File: src/rtl/decode_pipe.sv
// Decode stage with register file and ID/EX register; 1-cycle latency in_instr -> out_*.
// Backpressure: one-cycle stall on load-use (bubble inserted); flush beats stall; halt is sticky.
module decode_pipe #(
   parameter int DATA_W = 16,
   parameter int NREG   = 8,
   parameter int SEL_W  = $clog2(NREG)
) (
   input  logic              clk,
   input  logic              rst,
   input  logic [15:0]       in_instr,
   input  logic              in_valid,
   input  logic [1:0]        in_reg_dest,
   input  logic              in_reg_write,
   input  logic              in_mem_read,
   input  logic              in_zero_ext,
   input  logic              in_halt,
   input  logic              flush,
   input  logic              wb_en,
   input  logic [SEL_W-1:0]  wb_sel,
   input  logic [DATA_W-1:0] wb_data,
   output logic              out_valid,
   output logic [DATA_W-1:0] out_rs_data,
   output logic [DATA_W-1:0] out_rt_data,
   output logic [SEL_W-1:0]  out_rs_sel,
   output logic [SEL_W-1:0]  out_rt_sel,
   output logic [DATA_W-1:0] out_imm5,
   output logic [DATA_W-1:0] out_imm8,
   output logic [DATA_W-1:0] out_imm11,
   output logic [SEL_W-1:0]  out_wr_reg,
   output logic              out_reg_write,
   output logic              out_mem_read,
   output logic              out_halt,
   output logic              stall,
   output logic              halted
);

   logic [DATA_W-1:0] rf [NREG];
   logic [SEL_W-1:0]  rs_sel, rt_sel, wr_reg;
   logic [DATA_W-1:0] rs_data, rt_data, imm5, imm8, imm11;
   logic              hazard, capture;
   logic              unused_hi;

   assign unused_hi = ^in_instr[15:11];

   assign rs_sel = SEL_W'(in_instr[10:8]);
   assign rt_sel = SEL_W'(in_instr[7:5]);

   // Same-cycle writeback is forwarded so a reader never sees stale data.
   assign rs_data = (wb_en && (wb_sel == rs_sel)) ? wb_data : rf[rs_sel];
   assign rt_data = (wb_en && (wb_sel == rt_sel)) ? wb_data : rf[rt_sel];

   assign imm5  = in_zero_ext ? {{(DATA_W-5){1'b0}}, in_instr[4:0]}
                              : {{(DATA_W-5){in_instr[4]}}, in_instr[4:0]};
   assign imm8  = in_zero_ext ? {{(DATA_W-8){1'b0}}, in_instr[7:0]}
                              : {{(DATA_W-8){in_instr[7]}}, in_instr[7:0]};
   assign imm11 = {{(DATA_W-11){in_instr[10]}}, in_instr[10:0]};

   always_comb begin
      wr_reg = rt_sel;
      case (in_reg_dest)
         2'd0:    wr_reg = rt_sel;
         2'd1:    wr_reg = rs_sel;
         2'd2:    wr_reg = SEL_W'(in_instr[4:2]);
         default: wr_reg = SEL_W'(NREG - 1);
      endcase
   end

   assign hazard  = out_valid & out_mem_read & out_reg_write & in_valid &
                    ((out_wr_reg == rs_sel) | (out_wr_reg == rt_sel));
   assign stall   = hazard & ~flush & ~halted;
   assign capture = in_valid & ~stall & ~flush & ~halted;

   always_ff @(posedge clk) begin
      if (rst) begin
         for (int i = 0; i < NREG; i++) rf[i] <= '0;
      end else if (wb_en) begin
         rf[wb_sel] <= wb_data;
      end
   end

   // Data fields load every cycle; only the qualifiers mark a bubble.
   always_ff @(posedge clk) begin
      if (rst) begin
         out_valid     <= 1'b0;
         out_rs_data   <= '0;
         out_rt_data   <= '0;
         out_rs_sel    <= '0;
         out_rt_sel    <= '0;
         out_imm5      <= '0;
         out_imm8      <= '0;
         out_imm11     <= '0;
         out_wr_reg    <= '0;
         out_reg_write <= 1'b0;
         out_mem_read  <= 1'b0;
         out_halt      <= 1'b0;
         halted        <= 1'b0;
      end else begin
         out_valid     <= capture;
         out_rs_data   <= rs_data;
         out_rt_data   <= rt_data;
         out_rs_sel    <= rs_sel;
         out_rt_sel    <= rt_sel;
         out_imm5      <= imm5;
         out_imm8      <= imm8;
         out_imm11     <= imm11;
         out_wr_reg    <= wr_reg;
         out_reg_write <= capture & in_reg_write;
         out_mem_read  <= capture & in_mem_read;
         out_halt      <= capture & in_halt;
         halted        <= halted | (capture & in_halt);
      end
   end

endmodule

File: config.mk
export PLATFORM = sky130hd
export DESIGN_NAME = decode_pipe
export DESIGN_NICKNAME = d
export VERILOG_FILES = /design/src/rtl/decode_pipe.sv
export SDC_FILE = /design/constraint.sdc
export NUM_CORES = 1
export LEC_CHECK = 0
export ABC_CLOCK_PERIOD_IN_PS = 3600
export CAP_MARGIN = 25
export CORE_ASPECT_RATIO = 1.75
export CORE_UTILIZATION = 50
export DETAILED_ROUTE_END_ITERATION = 7
export PLACE_DENSITY = 0.77
export SLEW_MARGIN = 20
export SYNTH_ARGS = -nofsm -noshare
export SYNTH_HDL_FRONTEND = slang
export SYNTH_SLANG_ARGS = --single-unit
File: constraint.sdc
create_clock -name clk -period 3.6 [get_ports clk]
set_input_delay 0.9 -clock clk [delete_from_list [all_inputs] [get_ports clk]]
set_output_delay 0.9 -clock clk [all_outputs]
set_load 0.01 [all_outputs]
==> results.sh <==
export IMPL_outcome="finished, final reports clean"
export IMPL_ys_types=37
export IMPL_max_clock_freq_ghz=0.2901
export IMPL_finalPower_w=0.004873
export IMPL_largest_register="rf"
export IMPL_area_growth_pct=20.90
export IMPL_fin_nets=834
export IMPL_io_buffers=135
export IMPL_grtUsageTotal=0.2705
export IMPL_diodes=0
export IMPL_synth_area_mm2=0.008867
export IMPL_start_util=0.5080
export IMPL_leakagePower_nw=3.932
export IMPL_yosysSeqAreaShare=0.5531
export IMPL_h_tree_depth=4
export IMPL_max_cap_violations=0
export IMPL_syn_num_nets=737
export IMPL_crit_fanout=2
export IMPL_reg_top3="rf x128, out_rs_data x16, out_rt_data x16"
export IMPL_min_period_over_period=0.9577
export IMPL_ys_seq_elements=181
export IMPL_yosysWarnings=0
export IMPL_worstSetupEndpointType="output pin"
export IMPL_ys_async_sr_fraction=0
export IMPL_dp_hpwl_um=14610
export IMPL_yosys_area_share_adder=0
export IMPL_p_per_area_mw_per_mm2=454.5
export IMPL_dieArea_mm2=0.01829
export IMPL_synth_mux_area_frac=0.1602
export IMPL_fin_skew_ns=0.008990
export IMPL_grt_pass1_wl_um=35240
export IMPL_synth_common_cells="131 x and2_1, 128 x edfxtp_1, 62 x a21oi_1, 62 x mux2i_1, 53 x dfxtp_1"
export IMPL_avgViaCountPerCell=5.932
export IMPL_synth_most_common_cell="and2_1"
export IMPL_clk_latency_ns=0.43
export IMPL_synth_area_leaders="edfxtp_1 43%, dfxtp_1 12%, and2_1 9.2%"
export IMPL_hp_class="flop to flop"
export IMPL_post_drt_wl_per_cell_um=22.74
export IMPL_synth_edf_count=128
export IMPL_worst_ep_arrival_time_ns=2.55
export IMPL_design_portCount=141
export IMPL_synth_top_family_by_area="multiplexers"
export IMPL_cts_hold_buf=0
export IMPL_cts_max_path_buffers=2
export IMPL_die_y_um=178.2
export IMPL_coreArea_mm2=0.01746
export IMPL_relSlewSlack=0.3650
export IMPL_crit_required_ns=2.70
export IMPL_syn_inst=691
export IMPL_syn_avg_cell_area_um2=12.83
export IMPL_ys_flop_type="edfxtp_1"
export IMPL_netlist_area_leader_share=0.4335
export IMPL_postRouteAntennaNets=0
export IMPL_first_iter_violations=555
export IMPL_finalHoldViolCount=0
export IMPL_drc=0
export IMPL_drv_slew=0
export IMPL_finalSetupViolCount=0
export IMPL_synth_compound_area_frac=0.08184
export IMPL_rsz0062_at_grt="no"
export IMPL_rows=64
export IMPL_firstDrtPassIters=5
export IMPL_irDropWorstVdd_uv=267.6
export IMPL_yosys_area_top_type="edfxtp_1"
export IMPL_synth_xor_area_frac=0.01185
export IMPL_period_needed_ns=3.448
export IMPL_clock_sinks=181
export IMPL_grt_pass1_vias=6299
export IMPL_routed_wl_um=23460
export IMPL_clk_pin_slew_ns=0.07
export IMPL_synth_simple_area_share=0.1266
export IMPL_ctsRootBufferMaster="clkbuf_16"
export IMPL_worst_pin_slew_ns=0.9525
export IMPL_final_util=0.6141
export IMPL_antenna_found_initial=0
export IMPL_grt_ovfl_total=0
export IMPL_place_gp_congestion=0.8360
export IMPL_via_count=6122
export IMPL_fin_ws_ns=0.1523
export IMPL_die_w_um=102.7
export IMPL_start_kind="input port"
export IMPL_path_class="input port to output pin"
export IMPL_drive_above_1_share=0.1473
export IMPL_largest_reg_flops=128
export IMPL_post_place_ws_ns=-0.2688
export IMPL_cts_made_buffers=17
export IMPL_cts_tree="built"
export IMPL_grt_max_degree=52
worst max-delay path: stages:
cell,delay (ns)
clkdlybuf4s50_1,0.44
xor2_1,0.18
nor4_1,0.38
nor2_1,0.10
nor4b_2,0.25
dlygate4sd2_1,0.30
area by class of cell:
class	count	area [um2]
Sequential cell	181	4905
Fill cell	1388	6736
Timing Repair Buffer	167	1580
Clock buffer	17	425.4
Clock inverter	15	131.4
Multi-Input combinational cell	420	3386
Inverter	1	3.754
Tap cell	231	289.0
per-layer routing:
| layer | vias up | global-route usage | routed length [um] |
|---|---|---|---|
| li1 | 2703 | - | - |
| met1 | 2997 | 0.3042 | 8086 |
| met2 | 348 | 0.4725 | 12530 |
| met3 | 74 | 0.03879 | 1782 |
| met4 | 0 | 0.1685 | 1067 |
| met5 | - | 0 | 0 |
final timing paths:
check | slack, ns | start | endpoint | depth (start not counted)
worst max-delay path | 0.15 | in_instr[6] | stall | 6
worst min-delay path | 0.61 | halted | halted | 1
worst max register to register | 2.18 | out_reg_write | halted | 5
worst min register to register | 0.61 | halted | halted | 1
logic make-up (layout without fill, tap and decap cells):
family | after synthesis | in the layout
xor gates and xnor gates | 12 | 12
AOI/OAI and AO/OA | 134 | 134
DFF | 181 | 181
buffers and inverters | 90 | 200
and+or+nand+nor | 175 | 175
muxes | 99 | 99
stage by stage:
| step | std cells | area [um2] | TNS [ns] | hold WS, ns |
|---|---|---|---|---|
| 4_1_cts | 1032 | 10710 | 0 | 0.5567 |
| 5_1_grt | 1032 | 10720 | 0 | 0.6103 |
| 6_report | 1032 | 10720 | 0 | 0.6101 |
| 3_5_place_dp | 1000 | 10150 | -0.2688 | 0.5382 |
| 3_3_place_gp | 1000 | 10150 | -0.2277 | 0.5221 |
| 2_1_floorplan | 691 | 8867 | 0 | 0.5629 |
cell usage in the layout (no fill, tap or decap), types with 3 or more instances in the layout:
| cell type | netlist | layout |
|---|---|---|
| nand2b_1 | 5 | 5 |
| inv_8 | 0 | 4 |
| mux2_2 | 3 | 3 |
| a21oi_1 | 62 | 62 |
| o22ai_1 | 31 | 31 |
| buf_4 | 45 | 32 |
| xnor2_1 | 6 | 6 |
| edfxtp_1 | 128 | 128 |
| mux2i_1 | 62 | 62 |
| clkbuf_16 | 0 | 17 |
| nor2b_1 | 5 | 5 |
| inv_6 | 0 | 6 |
| and2_1 | 131 | 131 |
| o21ai_1 | 0 | 6 |
| mux4_2 | 34 | 34 |
| or2_2 | 4 | 4 |
| clkinv_4 | 0 | 3 |
| nor2_1 | 5 | 5 |
| and2b_1 | 6 | 6 |
| nor2_2 | 3 | 3 |
| dfxtp_1 | 53 | 53 |
| xor2_1 | 6 | 6 |
| o21ai_0 | 38 | 32 |
| clkdlybuf4s50_1 | 0 | 132 |
where the power goes:
part	internal (W)	switching, W
registers	0.00237	0.0000731
logic	0.000336	0.000331
clock network	0.000914	0.000850
total	0.00362	0.00125
what timing repair did:
item	CTS	global route
setup buffers	0	0
pin swaps	0	1
endpoints found under the setup margin	1	1
resized for setup	2	1
No activity file was read; power rests on OpenSTA's default activity.
